## src/rtl/step_dir_decoder.sv

```systemverilog
// Step/dir receiver: decodes an external step/dir stream into position, pulse count, last period and width.
// Define STEP_DIR_PERIOD_AVG_EN to add a 4-sample last_period average readable at address 8.
module step_dir_decoder #(
    parameter int SIZE     = 16,
    parameter int POS_W    = 32,
    parameter int MIN_HIGH = 2
) (
    input  logic        clk,
    input  logic        rst,
    input  logic        step_in,
    input  logic        dir_in,
    input  logic [7:0]  avs_s0_address,
    input  logic [31:0] avs_s0_writedata,
    input  logic        avs_s0_write,
    input  logic        avs_s0_read,
    output logic [31:0] avs_s0_readdata,
    output logic        pulse_seen,
    output logic        timeout
);

    typedef enum logic [1:0] {IDLE = 2'd0, LOW = 2'd1, HIGH = 2'd2} state_t;

    localparam logic [SIZE-1:0]  CNT_MAX    = '1;
    localparam logic [SIZE-1:0]  CNT_ONE    = SIZE'(1);
    localparam logic [SIZE-1:0]  MIN_HIGH_C = SIZE'(MIN_HIGH);
    localparam logic [POS_W-1:0] POS_ONE    = POS_W'(1);

    function automatic logic [SIZE-1:0] sat_inc(input logic [SIZE-1:0] v);
        return (v == CNT_MAX) ? v : v + CNT_ONE;
    endfunction

    // The sync chain has no reset so a step held high across reset is not mistaken for a fresh rising edge.
    logic step_s1, step_s2, step_d;
    logic dir_s1, dir_s;
    logic rise, fall;

    always_ff @(posedge clk) begin
        step_s1 <= step_in;
        step_s2 <= step_s1;
        step_d  <= step_s2;
        dir_s1  <= dir_in;
        dir_s   <= dir_s1;
    end

    assign rise = step_s2 & ~step_d;
    assign fall = ~step_s2 & step_d;

    state_t state, state_next;
    logic   start_pulse, end_pulse, expire;
    logic   accept, reject;

    logic [SIZE-1:0] period_cnt;
    logic [SIZE-1:0] high_cnt;
    logic [SIZE-1:0] width_next;
    logic [SIZE-1:0] rise_period;
    logic            dir_lat;
    logic            has_prev;

    always_ff @(posedge clk) begin
        if (rst) begin
            state <= IDLE;
        end else begin
            state <= state_next;
        end
    end

    always_comb begin
        state_next = state;
        unique case (state)
            IDLE: if (rise) state_next = HIGH;
            LOW: begin
                if (period_cnt == CNT_MAX) state_next = IDLE;
                else if (rise)             state_next = HIGH;
            end
            HIGH: begin
                if (period_cnt == CNT_MAX) state_next = IDLE;
                else if (fall)             state_next = LOW;
            end
            default: state_next = IDLE;
        endcase
    end

    always_comb begin
        start_pulse = 1'b0;
        end_pulse   = 1'b0;
        expire      = 1'b0;
        unique case (state)
            IDLE: start_pulse = rise;
            LOW: begin
                expire      = (period_cnt == CNT_MAX);
                start_pulse = rise & ~expire;
            end
            HIGH: begin
                expire    = (period_cnt == CNT_MAX);
                end_pulse = fall & ~expire;
            end
            default: ;
        endcase
    end

    // Width includes the cycle on which the fall is seen, so an N-cycle pin pulse measures N.
    assign width_next = sat_inc(high_cnt);
    assign accept     = end_pulse && (width_next >= MIN_HIGH_C);
    assign reject     = end_pulse && !accept;

    // period_cnt always measures cycles since the most recent accepted rise.
    always_ff @(posedge clk) begin
        if (rst) begin
            period_cnt  <= '0;
            high_cnt    <= '0;
            rise_period <= '0;
            dir_lat     <= 1'b0;
            has_prev    <= 1'b0;
            timeout     <= 1'b0;
            pulse_seen  <= 1'b0;
        end else begin
            pulse_seen <= accept;
            if (state == IDLE) begin
                if (start_pulse) period_cnt <= '0;
            end else if (accept) begin
                period_cnt <= width_next;
            end else if (!expire) begin
                period_cnt <= sat_inc(period_cnt);
            end

            if (start_pulse) begin
                high_cnt    <= '0;
                rise_period <= sat_inc(period_cnt);
                dir_lat     <= dir_s;
            end else if (state == HIGH) begin
                high_cnt <= width_next;
            end

            if (expire) begin
                timeout  <= 1'b1;
                has_prev <= 1'b0;
            end else if (accept) begin
                timeout  <= 1'b0;
                has_prev <= 1'b1;
            end
        end
    end

    logic wr_en, rd_en, wr_ctrl, clr_pos, clr_glitch, clr_err, preset, bad_wr;

    assign wr_en      = avs_s0_write;
    assign rd_en      = avs_s0_read & ~avs_s0_write;
    assign wr_ctrl    = wr_en && (avs_s0_address == 8'd0);
    assign clr_pos    = wr_ctrl && avs_s0_writedata[0];
    assign clr_glitch = wr_ctrl && avs_s0_writedata[1];
    assign clr_err    = wr_ctrl && avs_s0_writedata[3];
    assign preset     = wr_en && (avs_s0_address == 8'd7);
    assign bad_wr     = wr_en && (avs_s0_address != 8'd0) && (avs_s0_address != 8'd7);

    logic             count_en;
    logic             write_addr_err;
    logic [POS_W-1:0] position;
    logic [POS_W-1:0] pulse_count;
    logic [SIZE-1:0]  last_period;
    logic [SIZE-1:0]  last_width;
    logic [7:0]       glitch_cnt;
    logic             count_upd;
    logic             period_upd;

    assign count_upd  = accept && count_en;
    assign period_upd = count_upd && has_prev;

    always_ff @(posedge clk) begin
        if (rst) begin
            count_en       <= 1'b1;
            write_addr_err <= 1'b0;
            position       <= '0;
            pulse_count    <= '0;
            last_period    <= '0;
            last_width     <= '0;
            glitch_cnt     <= '0;
        end else begin
            if (wr_ctrl) count_en <= avs_s0_writedata[2];

            if (clr_err)     write_addr_err <= 1'b0;
            else if (bad_wr) write_addr_err <= 1'b1;

            // Clear beats preset, preset beats the pulse.
            if (clr_pos)        position <= '0;
            else if (preset)    position <= avs_s0_writedata[POS_W-1:0];
            else if (count_upd) position <= dir_lat ? position + POS_ONE : position - POS_ONE;

            if (clr_pos)        pulse_count <= '0;
            else if (count_upd) pulse_count <= pulse_count + POS_ONE;

            if (count_upd)  last_width  <= width_next;
            if (period_upd) last_period <= rise_period;

            if (clr_glitch)                        glitch_cnt <= '0;
            else if (reject && glitch_cnt != 8'hFF) glitch_cnt <= glitch_cnt + 8'd1;
        end
    end

    logic [31:0] period_avg;

`ifdef STEP_DIR_PERIOD_AVG_EN
    localparam int SUM_W = SIZE + 2;
    logic [SIZE-1:0]  per_hist [4];
    logic [SUM_W-1:0] per_sum;

    always_ff @(posedge clk) begin
        if (rst || clr_pos) begin
            for (int i = 0; i < 4; i++) per_hist[i] <= '0;
        end else if (period_upd) begin
            per_hist[0] <= rise_period;
            for (int i = 1; i < 4; i++) per_hist[i] <= per_hist[i-1];
        end
    end

    assign per_sum    = SUM_W'(per_hist[0]) + SUM_W'(per_hist[1])
                      + SUM_W'(per_hist[2]) + SUM_W'(per_hist[3]);
    assign period_avg = 32'(per_sum >> 2);
`else
    assign period_avg = '0;
`endif

    logic [31:0] rd_mux;

    always_comb begin
        rd_mux = '0;
        case (avs_s0_address)
            8'd0:    rd_mux = {29'd0, count_en, 2'b00};
            8'd1:    rd_mux = 32'(position);
            8'd2:    rd_mux = 32'(last_period);
            8'd3:    rd_mux = 32'(last_width);
            8'd4:    rd_mux = 32'(pulse_count);
            8'd5:    rd_mux = {24'd0, glitch_cnt};
            8'd6:    rd_mux = {27'd0, write_addr_err, dir_s, timeout, state};
            8'd8:    rd_mux = period_avg;
            default: rd_mux = '0;
        endcase
    end

    always_ff @(posedge clk) begin
        if (rst) begin
            avs_s0_readdata <= '0;
        end else if (rd_en) begin
            avs_s0_readdata <= rd_mux;
        end
    end

endmodule
```

## config.mk

```make
export PLATFORM = sky130hd
export DESIGN_NAME = step_dir_decoder
export DESIGN_NICKNAME = d
export VERILOG_FILES = /design/src/rtl/step_dir_decoder.sv
export SDC_FILE = /design/constraint.sdc
export NUM_CORES = 1
export LEC_CHECK = 0
export CAP_MARGIN = 20
export CORE_MARGIN = 5
export CORE_UTILIZATION = 64
export DETAILED_ROUTE_END_ITERATION = 8
export GPL_ROUTABILITY_DRIVEN = 0
export PLACE_DENSITY = 0.83
export SLEW_MARGIN = 20
export SYNTH_ARGS = -nofsm -noshare
export SYNTH_HDL_FRONTEND = slang
export SYNTH_SLANG_ARGS = --single-unit
```

## constraint.sdc

```tcl
create_clock -name clk -period 5.16 [get_ports clk]
set_input_delay 1.29 -clock clk [delete_from_list [all_inputs] [get_ports clk]]
set_output_delay 1.29 -clock clk [all_outputs]
set_load 0.01 [all_outputs]
```

==> flow_metrics.tcl, run 1 <==
set metrics [dict create \
    synth_ff_type "dfxtp_1" \
    synth.most_common_cell "nor2_1" \
    yosys.area_share.simple 0.211 \
    syn-cell-area_um2 10700 \
    portBuffers 79 \
    ctsLongestPathBuffers 2 \
    start_util 0.648 \
    synth_compound_area_frac 0.217 \
    grt_max_degree 52 \
    wirelength_um 28700 \
    cts.reportedPaths.clkPinSlew_ns 0.07 \
    total_power_mw 3.30 \
    outcome "finished, final reports clean" \
    cp.arrival_ns 4.28 \
    pre_cts_ws_ns 1.04 \
    synth-seq-cells 197 \
    cts_buffers 17 \
    leakage_nw 4.41 \
    syn_nets 1399 \
    diodes 0 \
    maxCapViolCount 0 \
    async_reset_ff_frac 0 \
    synth-xor-area-share 0.0632 \
    synth_commonest_cells "nor2_1 (202), dfxtp_1 (197), a21oi_1 (143), nand2_1 (107), o21ai_0 (76)" \
    clkSinkCount 197 \
    row_count 47 \
    synth_largest_area_cell "dfxtp_1" \
    synthCells 1314 \
    worstPathRequired_ns 5.52 \
    drt_iter0_markers 843 \
    antenna_found_initial 0 \
    dr.pass1.iters 6 \
    fin_skew_ns 0.00728 \
    hold_viol 0 \
    num_io_pins 80 \
    grt_first_pass_wirelength_um 46700 \
    fin_tns_setup_ns 0 \
    dp_hpwl_um 20600 \
    ant_nets 0 \
    dr_total_vias 9855 \
    clk_latency_ns 0.43 \
    nets 1442 \
    cts_root_buf "clkbuf_16" \
    grt_usage 0.291 \
    maxSlewHeadroom 0.339 \
    path_class "flop to flop" \
    rsz0062_at_grt "no" \
    synth_edf_count 0 \
    yosysUniqueCellTypes 73 \
    grt_pass1_vias 9084 \
    crit_path_start_kind "flop" \
    synth_top_family_by_area "compound AO/OA/AOI/OAI gates" \
    peakVddDrop_mv 0.252 \
    period_needed_ns 3.92 \
    post-route-drc-count 0 \
    yosys-top-cells-area "dfxtp_1 (37%), nor2_1 (7.1%), a21oi_1 (6.7%)" \
    path_max_fanout 31 \
    htreeDepth 4 \
    drive_gt1_frac 0.0657 \
    dieArea_um2 19300 \
    die_w_um 139 \
    finalSetupViolCount 0 \
    power-per-cell-area_nw_per_um2 271 \
    ys_warn_count 0 \
    fin_ws_ns 1.24 \
    finalMaxSlewViolations 0 \
    cts.hold.buffers_added 0 \
    grt_overflow 0 \
    synth_top_area_frac 0.370 \
    tightest_slew_ns 0.992 \
    min_path_type "flop to flop" \
    synthMuxAreaShare 0.0561 \
    syn_to_final_growth_pct 14.0 \
    fmax_mhz 255 \
    hold_ws_ns 0.331 \
    core_um2 16500 \
    cp-end-kind "flop" \
    synth_fa_ha_area_frac 0.0465 \
    period_share 0.760 \
    ys_seq_area_frac 0.370 \
    vias_per_cell 6.20 \
    syn_avg_cell_area_um2 8.12 \
    wl_per_cell_um 18.1 \
    cts_tree "yes" \
    ctsResizeCount 0 \
    cts_setup_buffers 0 \
    die_h_um 139 \
]
==> report_power, final <==
group          internal, mW  total, mW  switching (mW)
registers              1.54       1.56          0.0212
logic                 0.161      0.370           0.210
clock network         0.791       1.37           0.578
total                  2.49       3.30           0.809
==> kinds of logic after synthesis <==
logic type	Yosys count
mux	59
simple gates	474
compound gates	378
buf+inv	90
fa+ha+maj	39
xor+xnor	77
flops	197
==> path summary, 6_finish.rpt <==
kind                    start            to  slack [ns]  cells after the start
setup / recovery  high_cnt[0]  position[16]        1.24                     10
setup reg to reg  high_cnt[0]  position[16]        1.24                     10
hold reg to reg       step_s1       step_s2        0.33                      0
hold / removal        step_s1       step_s2        0.33                      0
==> routing by layer <==
layer	track usage	routed length, um	up-vias
li1	-	-	4792
met1	0.389	12200	4628
met2	0.470	13400	367
met3	0.0569	2270	68
met4	0.104	840	0
met5	0	0	-
==> placed cells by master (no fill, tap or decap), drive strengths merged, types with 33 or more instances in the layout <==
cell type and count:
clkdlybuf4s50 78, mux2i 53, ha 38, xnor2 41, a21oi 143, nor2 203, o21ai 79, a22oi 50
nand3 33, nand2 109, xor2 36, dfxtp 197
==> flip-flops by register name, indices dropped and copies added (netlist names), 2 cells and up <==
| register | count |
|---|---|
| period_cnt | 16 |
| avs_s0_readdata | 32 |
| pulse_count | 32 |
| rise_period | 16 |
| high_cnt | 16 |
| position | 32 |
| state | 2 |
| glitch_cnt | 8 |
| last_width | 16 |
| last_period | 16 |
==> cell type report <==
class | instances | area [um^2]
clock buffers | 21 | 460
clock inverters | 10 | 148
fillers | 1298 | 4300
inverters | 19 | 71.3
multi-input cells | 1027 | 6360
flip-flops and latches | 197 | 3940
well taps | 220 | 275
repair buffers | 95 | 906
==> metrics by stage <==
| step | utilization | std cells | cell area, um^2 |
|---|---|---|---|
| detailed placement | 0.701 | 1558 | 11500 |
| finish | 0.739 | 1589 | 12200 |
| floorplan | - | 1314 | 10700 |
| global placement | 0.701 | 1558 | 11500 |
| global route | 0.739 | 1589 | 12200 |
| CTS | 0.738 | 1589 | 12200 |
==> worst max-delay path: stages, from the launching register on <==
cell and delay (ns):
dfxtp_1 0.43, ha_1 0.30, nand3_1 0.22, o41ai_1 0.48
mux2_2 0.33, nor3b_1 0.07, nand4b_1 0.24, o211a_2 0.74
buf_4 0.52, nand3_1 0.26, o21ai_0 0.23
No activity file was read; power rests on OpenSTA's default activity.
==> inputs of run 2 (changes only) <==
- CORE_UTILIZATION: 64 -> 54
- PLACE_DENSITY: 0.83 -> 0.74
- clock period: 5.16 -> 3.5 ns (I/O delays scaled with it)
==> flow_metrics.tcl, run 2 (synthesized netlist as in run 1, its figures left out) <==
set metrics [dict create \
    outcome "finished, final reports clean" \
    slowest_stage "a211oi_1" \
    worstPathRequired_ns 3.83 \
    drive_gt1_frac 0.0886 \
    crit_chain "ha_1 > nand3_1 > buf_4 > nor2_2 > a211oi_1 > nor3b_1 > nand4b_1 > o211a_2 > and3_4 > and3_2 > xnor2_1 > nor2_1" \
    hold_ws_ns 0.339 \
    path_class "flop to flop" \
    dp_hpwl_um 21100 \
    fin_tns_setup_ns 0 \
    vias_per_cell 5.91 \
    min_path_type "flop to flop" \
    cts.reportedPaths.clkPinSlew_ns 0.08 \
    wl_per_cell_um 17.5 \
    htreeDepth 4 \
    maxCapViolCount 0 \
    peakVddDrop_mv 0.317 \
    finalSetupViolCount 0 \
    grt_max_degree 68 \
    drt_iter0_markers 751 \
    portBuffers 79 \
    wirelength_um 29100 \
    diodes 0 \
    core_um2 19500 \
    cts_root_buf "clkbuf_16" \
    leakage_nw 4.58 \
    period_share 0.934 \
    clk_latency_ns 0.44 \
    antenna_found_initial 0 \
    power-per-cell-area_nw_per_um2 384 \
    pre_cts_ws_ns 0.128 \
    crit_path_start_kind "flop" \
    dr.pass1.iters 7 \
    cts.hold.buffers_added 0 \
    top_regs "avs_s0_readdata x32, position x32, pulse_count x32" \
    grt_first_pass_wirelength_um 46300 \
    crit_cells 12 \
    worst_path_dominant_cell_family "simple AND/OR/NAND/NOR gates" \
    period_needed_ns 3.27 \
    rr_worst_depth 12 \
    grt_overflow 0 \
    cts_buffers 17 \
    fmax_mhz 306 \
    ff2ff_setup_slack_ns 0.23 \
    cp.arrival_ns 3.60 \
    row_count 51 \
    startpoint "high_cnt[0]" \
    finalMaxSlewViolations 0 \
    nets 1472 \
    rsz0062_at_grt "no" \
    ant_nets 0 \
    maxSlewHeadroom 0.301 \
    grt_usage 0.254 \
    crit_path_end "pulse_count[15]" \
    fin_skew_ns 0.0149 \
    post-route-drc-count 0 \
    nFillCells 1686 \
    num_io_pins 80 \
    timing.rr.start "high_cnt[0]" \
    final_cell_mix "nor2_1 (200), dfxtp_1 (197), a21oi_1 (142), nand2_1 (107), clkdlybuf4s50_1 (78)" \
    hold_viol 0 \
    dr_total_vias 9839 \
    path_max_fanout 12 \
    cts_tree "yes" \
    tightest_slew_ns 1.05 \
    rr_endpoint "pulse_count[15]" \
    die_h_um 151 \
    critical_path.max_stage_delay_ns 0.58 \
    ctsLongestPathBuffers 2 \
    clkSinkCount 197 \
    dieArea_um2 22700 \
    syn_to_final_growth_pct 17.1 \
    grt_pass1_vias 8888 \
    die_w_um 151 \
    cp-end-kind "flop" \
    worst-path-buf-inv 1 \
    start_util 0.548 \
    fin_ws_ns 0.232 \
    layout_commonest_cell "nor2_1" \
]
-- run 2: repair_timing --
item	in CTS	in global routing
gates resized for setup	0	4
endpoints found under the setup margin	0	26
setup buffers	0	0
hold endpoints to repair	0	0
-- run 2: per-stage QoR --
step	power [mW]	instances	area [um^2]	utilization
3_3_place_gp	2.91	1633	11900	0.612
6_report	4.80	1665	12500	0.642
3_5_place_dp	2.92	1633	11900	0.612
2_1_floorplan	2.73	1314	10700	-
5_1_grt	4.97	1665	12500	0.642
4_1_cts	4.81	1665	12500	0.641
-- run 2: cell type report --
cell class	instances	area, um^2	share of cell area
Timing Repair Buffer	125	1210	0.0968
Clock inverter	14	131	0.0105
Inverter	19	71.3	0.00571
Multi-Input combinational cell	1027	6360	0.510
Clock buffer	18	439	0.0352
Sequential cell	197	3940	0.316
Tap cell	265	332	0.0265
-- run 2: report_power, final --
group          leakage [nW]  switching (mW)  internal (mW)  total, mW
Combinational          2.70           0.323          0.259      0.582
Sequential             1.59          0.0293           2.27       2.30
Clock                 0.284           0.952          0.964       1.92
-- run 2: worst min path at each step --
stage,startpoint,to,depth (start not counted)
floorplan,dir_s1,dir_s,0
global placement,dir_s1,dir_s,0
detailed placement,step_s1,step_s2,0
CTS,step_s1,step_s2,0
global route,step_s1,step_s2,0
finish,step_s1,step_s2,0
-- run 2: routing by layer --
| metal | wire [um] | GRT usage | vias up |
|---|---|---|---|
| met2 | 13100 | 0.400 | 314 |
| met1 | 13700 | 0.359 | 4639 |
| met4 | 464 | 0.0659 | 0 |
| met3 | 1920 | 0.0467 | 35 |
| met5 | 0 | 0 | - |
| li1 | - | - | 4851 |
-- run 2: worst reg2reg max path, cell delays in order, from the launching register on --
cell and delay [ns]:
dfxtp_1 0.33, ha_1 0.28, nand3_1 0.16, buf_4 0.16, nor2_2 0.07, a211oi_1 0.58, nor3b_1 0.26, nand4b_1 0.23
o211a_2 0.40, and3_4 0.27, and3_2 0.23, xnor2_1 0.14, nor2_1 0.05
==> inputs of run 3 (changes only) <==
- CORE_UTILIZATION: 54 -> 35
- HOLD_SLACK_MARGIN: not set -> 0.03
- PLACE_DENSITY: 0.74 -> 0.51
==> flow_metrics.tcl, run 3 (synthesized netlist as in run 1, its figures left out) <==
set metrics [dict create \
    outcome "finished, final reports clean" \
    pre_cts_ws_ns 0.0385 \
    worstPathRequired_ns 3.88 \
    hold_ws_ns 0.329 \
    fin_skew_ns 0.0132 \
    critical_path.max_stage_delay_ns 0.53 \
    fin_ws_ns 0.231 \
    power-per-cell-area_nw_per_um2 377 \
    cts.hold.buffers_added 0 \
    crit_path_start_kind "flop" \
    grt_overflow 0 \
    period_needed_ns 3.27 \
    dp_hpwl_um 24000 \
    post-route-drc-count 0 \
    ff2ff_setup_slack_ns 0.23 \
    dr_total_vias 9672 \
    rsz0062_at_grt "no" \
    start_util 0.351 \
    antenna_found_initial 0 \
    grt_usage 0.189 \
    wirelength_um 32500 \
    clk_latency_ns 0.44 \
    fin_tns_setup_ns 0 \
    grt_first_pass_wirelength_um 50700 \
    final_cell_mix "nor2_1 (200), dfxtp_1 (197), a21oi_1 (142), nand2_1 (107), clkdlybuf4s50_1 (78)" \
    die_h_um 185 \
    die_w_um 185 \
    ant_nets 0 \
    htreeDepth 4 \
    cts.reportedPaths.clkPinSlew_ns 0.08 \
    top_regs "avs_s0_readdata x32, position x32, pulse_count x32" \
    crit_chain "inv_1 > buf_4 > ha_1 > nand2_1 > o21ai_0 > o21ai_0 > buf_4 > a2111oi_0 > buf_4 > o21ba_2 > a21o_1 > a21oi_1 > xnor2_1 > mux2i_1 > a21oi_1" \
    drt_iter0_markers 781 \
    finalSetupViolCount 0 \
    fmax_mhz 306 \
    leakage_nw 4.66 \
    total_power_mw 4.83 \
    nets 1488 \
    grt_max_degree 53 \
    path_class "flop to flop" \
    min_path_type "flop to flop" \
    cp.arrival_ns 3.65 \
    clkSinkCount 197 \
    cts_tree "yes" \
    syn_to_final_growth_pct 20.2 \
    layout_commonest_cell "nor2_1" \
    slowest_stage "a2111oi_0" \
    num_io_pins 80 \
    ctsLongestPathBuffers 2 \
    maxCapViolCount 0 \
    grt_pass1_vias 9056 \
    core_um2 30300 \
    ctsResizeCount 0 \
    period_share 0.934 \
    maxSlewHeadroom 0.539 \
    row_count 64 \
    dp.cells 1780 \
    cts_root_buf "clkbuf_16" \
    diodes 0 \
    dr.pass1.iters 5 \
    tightest_slew_ns 0.673 \
    layout.cells.non_filler 1812 \
    path_max_fanout 8 \
    portBuffers 79 \
    worst_path_dominant_cell_family "compound AO/OA/AOI/OAI gates" \
    hold_viol 0 \
    vias_per_cell 5.34 \
    cts_setup_buffers 0 \
    crit_path_frequent_cell "buf_4" \
    drive_gt1_frac 0.0982 \
    cts_buffers 17 \
    dieArea_um2 34100 \
    wl_per_cell_um 18.0 \
    worst-path-buf-inv 4 \
    cp-end-kind "flop" \
    finalMaxSlewViolations 0 \
    peakVddDrop_mv 0.340 \
]
run 3: metal layers:
layer | global-route usage | part of all wire
met4 | 0.0396 | 0.0098
met3 | 0.0278 | 0.039
met5 | 0 | 0
met2 | 0.292 | 0.44
met1 | 0.279 | 0.51
run 3: layout make-up:
type                       instances  area (um^2)
sequential                       197         3940
timing repair buffer             141         1370
multi-input combinational       1027         6370
inverter                          19         71.3
fill                            3149        17500
clock inverter                    13          118
clock buffer                      19          453
tap                              396          495
run 3: worst paths after layout:
path | from | endpoint | cells after the start
max | dir_lat | position[22] | 15
min | step_s1 | step_s2 | 0
max reg2reg | dir_lat | position[22] | 15
min reg2reg | step_s1 | step_s2 | 0
run 3: through the flow:
| step | utilization | area [um^2] |
|---|---|---|
| floorplan | - | 10700 |
| global placement | 0.403 | 12200 |
| detailed placement | 0.403 | 12200 |
| CTS | 0.422 | 12800 |
| global route | 0.422 | 12800 |
| finish | 0.422 | 12800 |
run 3: report_power, final:
group	leakage, nW	switching (mW)	internal, mW
clock network	0.270	0.964	0.974
registers	1.59	0.0298	2.27
logic	2.80	0.334	0.264
==> RTL change 1 (config.mk and constraints of run 3) <==
The parameter `SIZE` goes from 16 to 32.
--- a/src/rtl/step_dir_decoder.sv
+++ b/src/rtl/step_dir_decoder.sv
@@ -1,7 +1,7 @@
 // Step/dir receiver: decodes an external step/dir stream into position, pulse count, last period and width.
 // Define STEP_DIR_PERIOD_AVG_EN to add a 4-sample last_period average readable at address 8.
 module step_dir_decoder #(
-    parameter int SIZE     = 16,
+    parameter int SIZE     = 32,
     parameter int POS_W    = 32,
     parameter int MIN_HIGH = 2
 ) (
Check against the original RTL: no difference found for any inputs over 4 cycles, from zero or initial values and one cycle with rst high; that may be too few to reach the edited logic, so the function may still have changed.
==> RTL change 1 against run 3 <==
- final area grew 53%
- fmax shrank 6.0%
- sequential share of layout area shrank 2.4 points
- clock skew grew 0.0036 ns
- wire length grew 54%
- sequential power grew 41%
- clock power grew 85%
- sequential cell count grew 80
- die area grew 38%
- total power grew 55%
- worst setup slack lost 0.21 ns
- area after synthesis grew 41%
- critical path type unchanged
==> RTL change 1: results (changes against run 3) <==
outcome=finished, final reports clean (unchanged); commonest cells in the netlist=dfxtp_1, nor2_1, a21oi_1, nand2_1, clkbuf_1 (was nor2_1, dfxtp_1, a21oi_1, nand2_1, o21ai_0); Least-Margin Pin Slew=0.828 ns (was 0.673 ns); Clock Path Buffers=3 (was 2); top cells by area, synth=dfxtp_1, nor2_1, a21oi_1 (unchanged); # nets final=2140 (was 1488); initial antenna violation count=0 (unchanged); post-synthesis mux area share=0.0391 (was 0.0561); number of H-tree levels=2 (was 4); cts bufs inserted=35 (was 17); Post-Synth XOR/XNOR Area=0.0746 (was 0.0632); clock transition at the registers of the reported paths=0.06 ns (was 0.08 ns); I/O Buffers=79 (unchanged); reg2reg path depth=15 (unchanged); Max VDD drop=0.354 mV (was 0.340 mV); clock skew=0.0168 ns (was 0.0132 ns); Place WS=-0.200 ns (was 0.0385 ns); Crit path largest cell delay=0.63 ns (was 0.53 ns); Post-synth top flop=dfxtp_1 (unchanged); via count=14265 (was 9672); critical-path cell with the highest stage delay=or4_4 (was a2111oi_0); compound-gate portion of the synthesized area=0.217 (about the same); Post-synth ARST share=0 (unchanged); CTS root buffer=clkbuf_16 (unchanged); final wirelength=50000 um (was 32500 um); hold_ws=0.327 ns (was 0.329 ns); Critical path origin=high_cnt[0]$_SDFFE_PP0N_ (was dir_lat$_SDFFE_PP0P_); FF-to-FF setup slack=0.02 ns (was 0.23 ns); min-delay src=dir_s1$_DFF_P_ (was step_s1$_DFF_P_); data required time of the worst path=3.93 ns (was 3.88 ns); Synth Warn #=0 (unchanged); drt first pass iters=5 (unchanged); GRT Resource Usage Total=0.197 (was 0.189); Final Critical Period=3.48 ns (was 3.27 ns); post-synthesis net count=1972 (was 1399); Post-Synth Adder-Cell Area=0.0330 (was 0.0465); Hold Crit Class=register to register (unchanged); largest net degree at the start of global routing=95 (was 53); leakage power=7.15 nW (was 4.66 nW); critical path's top delay family=simple AND/OR/NAND/NOR gates (was compound AO/OA/AOI/OAI gates); DRT iter0 DRCs=915 (was 781); latest clock arrival within the worst-skew pair=0.54 ns (was 0.44 ns); DPL Wire Length=35400 um (was 24000 um); first-pass GRT wire length=75200 um (was 50700 um); share of layout cells above drive strength 1=0.197 (was 0.0982); crit-path max FO=7 (was 8); Ant. Diodes=0 (unchanged); sequential area share after synthesis=0.369 (was 0.370); Synth cell types=73 (unchanged); Hold Path Stages=0 (unchanged)
[RTL change 1: final timing paths]
path,end
min,dir_s$_DFF_P_
max reg2reg,pulse_count[13]$_SDFFE_PP0P_
min reg2reg,dir_s$_DFF_P_
max,pulse_count[13]$_SDFFE_PP0P_
[RTL change 1: layout make-up]
cell class                      count  area [um2]
Tap cell                          546         683
Multi-Input combinational cell   1433        9400
Clock inverter                      7        78.8
Sequential cell                   277        5560
Inverter                           48         180
Fill cell                        4228       23200
Timing Repair Buffer              260        2680
Clock buffer                       55        1040
[RTL change 1: logic make-up (layout without fill, tap and decap cells)]
| family | count (synthesis) | in the layout |
|---|---|---|
| DFF | 277 | 277 |
| muxes | 58 | 58 |
| xor gates and xnor gates | 128 | 128 |
| and+or+nand+nor | 701 | 701 |
| adders and majority gates | 39 | 39 |
| AOI/OAI and AO/OA | 506 | 507 |
| buffers and inverters | 178 | 370 |
[RTL change 1: per-stage QoR]
step	util	instance area, um2	power (mW)	instances	TNS (ns)
finish	0.459	19600	7.50	2626	0
global route	0.459	19600	7.80	2626	-3.59
CTS	0.437	18700	7.56	2608	-0.0328
detailed placement	0.406	17400	3.94	2538	-15.75
global placement	0.406	17400	3.93	2538	-13.18
floorplan	-	15100	3.70	1887	0
[RTL change 1: what timing repair did]
action / 4_1_cts / 5_1_grt
endpoints found under the setup margin: 164 / 163
resized for setup: 29 / 176
endpoints found under the hold margin: 0 / 0
setup buffers: 6 / 9
pin swaps: 18 / 64
cloned: 2 / 11
[RTL change 1: power breakdown]
| group | internal (mW) | switching [mW] | leakage (nW) |
|---|---|---|---|
| Combinational | 0.286 | 0.395 | 4.36 |
| Clock | 2.12 | 1.45 | 0.550 |
| Sequential | 3.20 | 0.0462 | 2.24 |
[RTL change 1: layer usage]
| metal | GRT usage | up-vias | share of wire |
|---|---|---|---|
| met3 | 0.0345 | 90 | 0.045 |
| met4 | 0.0586 | 0 | 0.030 |
| met5 | 0 | - | 0 |
| li1 | - | 7095 | - |
| met1 | 0.278 | 6763 | 0.48 |
| met2 | 0.311 | 317 | 0.45 |
==> RTL change 2 (settings of run 3) <==
Made on the original files. Register the inputs `step_in`, `dir_in`, `avs_s0_address`, `avs_s0_writedata`, `avs_s0_write` and `avs_s0_read` before use. The logic sees them one clock later.
--- a/src/rtl/step_dir_decoder.sv
+++ b/src/rtl/step_dir_decoder.sv
@@ -25,6 +25,22 @@
     localparam logic [SIZE-1:0]  MIN_HIGH_C = SIZE'(MIN_HIGH);
     localparam logic [POS_W-1:0] POS_ONE    = POS_W'(1);
 
+    logic step_q;
+    logic dir_q;
+    logic [7:0] avs_s0_address_q;
+    logic [31:0] avs_s0_writedata_q;
+    logic avs_s0_write_q;
+    logic avs_s0_read_q;
+
+    always_ff @(posedge clk) begin
+        step_q             <= step_in;
+        dir_q              <= dir_in;
+        avs_s0_address_q   <= avs_s0_address;
+        avs_s0_writedata_q <= avs_s0_writedata;
+        avs_s0_write_q     <= avs_s0_write;
+        avs_s0_read_q      <= avs_s0_read;
+    end
+
     function automatic logic [SIZE-1:0] sat_inc(input logic [SIZE-1:0] v);
         return (v == CNT_MAX) ? v : v + CNT_ONE;
     endfunction
@@ -35,10 +51,10 @@
     logic rise, fall;
 
     always_ff @(posedge clk) begin
-        step_s1 <= step_in;
+        step_s1 <= step_q;
         step_s2 <= step_s1;
         step_d  <= step_s2;
-        dir_s1  <= dir_in;
+        dir_s1  <= dir_q;
         dir_s   <= dir_s1;
     end
 
@@ -143,14 +159,14 @@
 
     logic wr_en, rd_en, wr_ctrl, clr_pos, clr_glitch, clr_err, preset, bad_wr;
 
-    assign wr_en      = avs_s0_write;
-    assign rd_en      = avs_s0_read & ~avs_s0_write;
-    assign wr_ctrl    = wr_en && (avs_s0_address == 8'd0);
-    assign clr_pos    = wr_ctrl && avs_s0_writedata[0];
-    assign clr_glitch = wr_ctrl && avs_s0_writedata[1];
-    assign clr_err    = wr_ctrl && avs_s0_writedata[3];
-    assign preset     = wr_en && (avs_s0_address == 8'd7);
-    assign bad_wr     = wr_en && (avs_s0_address != 8'd0) && (avs_s0_address != 8'd7);
+    assign wr_en      = avs_s0_write_q;
+    assign rd_en      = avs_s0_read_q & ~avs_s0_write_q;
+    assign wr_ctrl    = wr_en && (avs_s0_address_q == 8'd0);
+    assign clr_pos    = wr_ctrl && avs_s0_writedata_q[0];
+    assign clr_glitch = wr_ctrl && avs_s0_writedata_q[1];
+    assign clr_err    = wr_ctrl && avs_s0_writedata_q[3];
+    assign preset     = wr_en && (avs_s0_address_q == 8'd7);
+    assign bad_wr     = wr_en && (avs_s0_address_q != 8'd0) && (avs_s0_address_q != 8'd7);
 
     logic             count_en;
     logic             write_addr_err;
@@ -175,14 +191,14 @@
             last_width     <= '0;
             glitch_cnt     <= '0;
         end else begin
-            if (wr_ctrl) count_en <= avs_s0_writedata[2];
+            if (wr_ctrl) count_en <= avs_s0_writedata_q[2];
 
             if (clr_err)     write_addr_err <= 1'b0;
             else if (bad_wr) write_addr_err <= 1'b1;
 
             // Clear beats preset, preset beats the pulse.
             if (clr_pos)        position <= '0;
-            else if (preset)    position <= avs_s0_writedata[POS_W-1:0];
+            else if (preset)    position <= avs_s0_writedata_q[POS_W-1:0];
             else if (count_upd) position <= dir_lat ? position + POS_ONE : position - POS_ONE;
 
             if (clr_pos)        pulse_count <= '0;
@@ -223,7 +239,7 @@
 
     always_comb begin
         rd_mux = '0;
-        case (avs_s0_address)
+        case (avs_s0_address_q)
             8'd0:    rd_mux = {29'd0, count_en, 2'b00};
             8'd1:    rd_mux = 32'(position);
             8'd2:    rd_mux = 32'(last_period);
Check against the original RTL: not equivalent (Yosys sat finds a counterexample within 4 cycles, from zero or initial values and one cycle with rst high).
==> RTL change 2 against run 3 <==
- cell count grew 10%
- total power grew 32%
- area after synthesis grew 12%
- sequential share of layout area grew 2.6 points
- final area grew 13%
- sequential cell count grew 44
- wire length grew 16%
- worst setup slack lost 0.00094 ns
- largest power group is now clock
==> RTL change 2: results (changes against run 3) <==
reg2reg path depth=11 (was 15); latest clock arrival within the worst-skew pair=0.58 ns (was 0.44 ns); clock skew=0.0476 ns (was 0.0132 ns); outcome=finished, final reports clean (unchanged); Clock Path Buffers=3 (was 2); post-synthesis net count=1522 (was 1399); crit-path max FO=14 (was 8); DRT iter0 DRCs=649 (was 781); vias per cell=5.49 (was 5.34); Wirelength per Cell=18.9 um (was 18.0 um); vias in the first global route=10529 (was 9056); Post-synth ARST share=0 (unchanged); largest net degree at the start of global routing=78 (was 53); Max VDD drop=0.371 mV (was 0.340 mV); # nets final=1610 (was 1488); commonest cells in the netlist=dfxtp_1, nor2_1, a21oi_1, nand2_1, clkbuf_1 (was nor2_1, dfxtp_1, a21oi_1, nand2_1, o21ai_0); top cells by area, synth=dfxtp_1, a21oi_1, nor2_1 (was dfxtp_1, nor2_1, a21oi_1); Worst Path Arrival=3.78 ns (was 3.65 ns); Slew Viols, Final=0 (unchanged); sequential area share after synthesis=0.403 (was 0.370); Synth cell types=68 (was 73); clock transition at the registers of the reported paths=0.06 ns (was 0.08 ns); GRT Resource Usage Total=0.191 (was 0.189); cts bufs inserted=28 (was 17); slew margin rel.=0.350 (was 0.539); Fill cells=3431 (was 3149); share of layout cells above drive strength 1=0.0880 (was 0.0982); leakage power=5.26 nW (was 4.66 nW); first-pass GRT wire length=59500 um (was 50700 um); number of H-tree levels=1 (was 4); DPL Wire Length=27400 um (was 24000 um)
-- RTL change 2: cell count changes in the layout (fill, tap and decap cells not counted), moves of 13 or more --
cell,before,now
o21ai_1,2,23
o21ai_0,76,36
or4_1,3,16
dfxtp_1,197,241
a21oi_1,142,163
or3_1,9,29
inv_1,19,34
xnor2_1,41,26
nor2_1,200,180
-- RTL change 2: metal layers --
metal,track usage,up-vias,part of all wire
li1,-,5430,-
met1,0.253,5239,0.46
met2,0.326,230,0.47
met3,0.0241,56,0.042
met4,0.0546,0,0.028
met5,0,-,0
-- RTL change 2: power by group --
group          internal, mW  total, mW  switching, mW
registers              2.80       2.84         0.0416
clock network          1.77       2.98           1.21
logic                 0.233      0.563          0.331
total                  4.80       6.38           1.58
-- RTL change 2: metrics by stage --
step           std cells  cell area [um2]  total power [mW]  setup WS [ns]
2_1_floorplan       1437            12000              3.26         0.0782
6_report            1994            14500              6.38          0.230
3_3_place_gp        1939            13500              3.45          0.169
5_1_grt             1994            14500              6.65         0.0194
3_5_place_dp        1939            13500              3.46          0.118
4_1_cts             1990            14400              6.46          0.113
-- RTL change 2: layout make-up --
cell class                 count  area, um2  area share
clock buffer                  42        823      0.0569
clock inverter                 9        123     0.00847
inverter                      34        128     0.00882
multi-input combinational   1076       6730       0.465
sequential                   241       4820       0.333
tap                          448        561      0.0387
timing repair buffer         144       1290      0.0890
-- RTL change 2: final timing paths --
path	startpoint	end	slack, ns
max	high_cnt[0]$_SDFFE_PP0N_	glitch_cnt[3]$_SDFFE_PP0P_	0.23
min reg2reg	dir_q$_DFF_P_	dir_s1$_DFF_P_	0.33
min	dir_q$_DFF_P_	dir_s1$_DFF_P_	0.33
max reg2reg	high_cnt[0]$_SDFFE_PP0N_	glitch_cnt[3]$_SDFFE_PP0P_	0.23
-- RTL change 2: kinds of logic after synthesis --
logic type	after synthesis	share of synthesized area
and+or+nand+nor	494	0.198
AOI/OAI and AO/OA	433	0.230
DFF	241	0.403
buffers and inverters	120	0.0396
muxes	59	0.0511
xor gates and xnor gates	51	0.0373
adders and majority gates	39	0.0413
-- RTL change 2: timing repair --
| action | 4_1_cts | 5_1_grt |
|---|---|---|
| buffers inserted | 0 | 4 |
| endpoints found under the setup margin | 0 | 11 |
| hold buffers | 0 | 0 |
| resized for setup | 0 | 3 |
-- RTL change 2: worst max-delay path, stage by stage, from the launching register on --
cell,delay [ns]
dfxtp_1,0.33
ha_1,0.16
nand2_1,0.12
nor4_1,0.37
mux2_2,0.44
nor4_1,0.31
and3_1,0.29
buf_4,0.22
o2111ai_1,0.15
buf_4,0.21
or4_1,0.47
a21oi_1,0.15
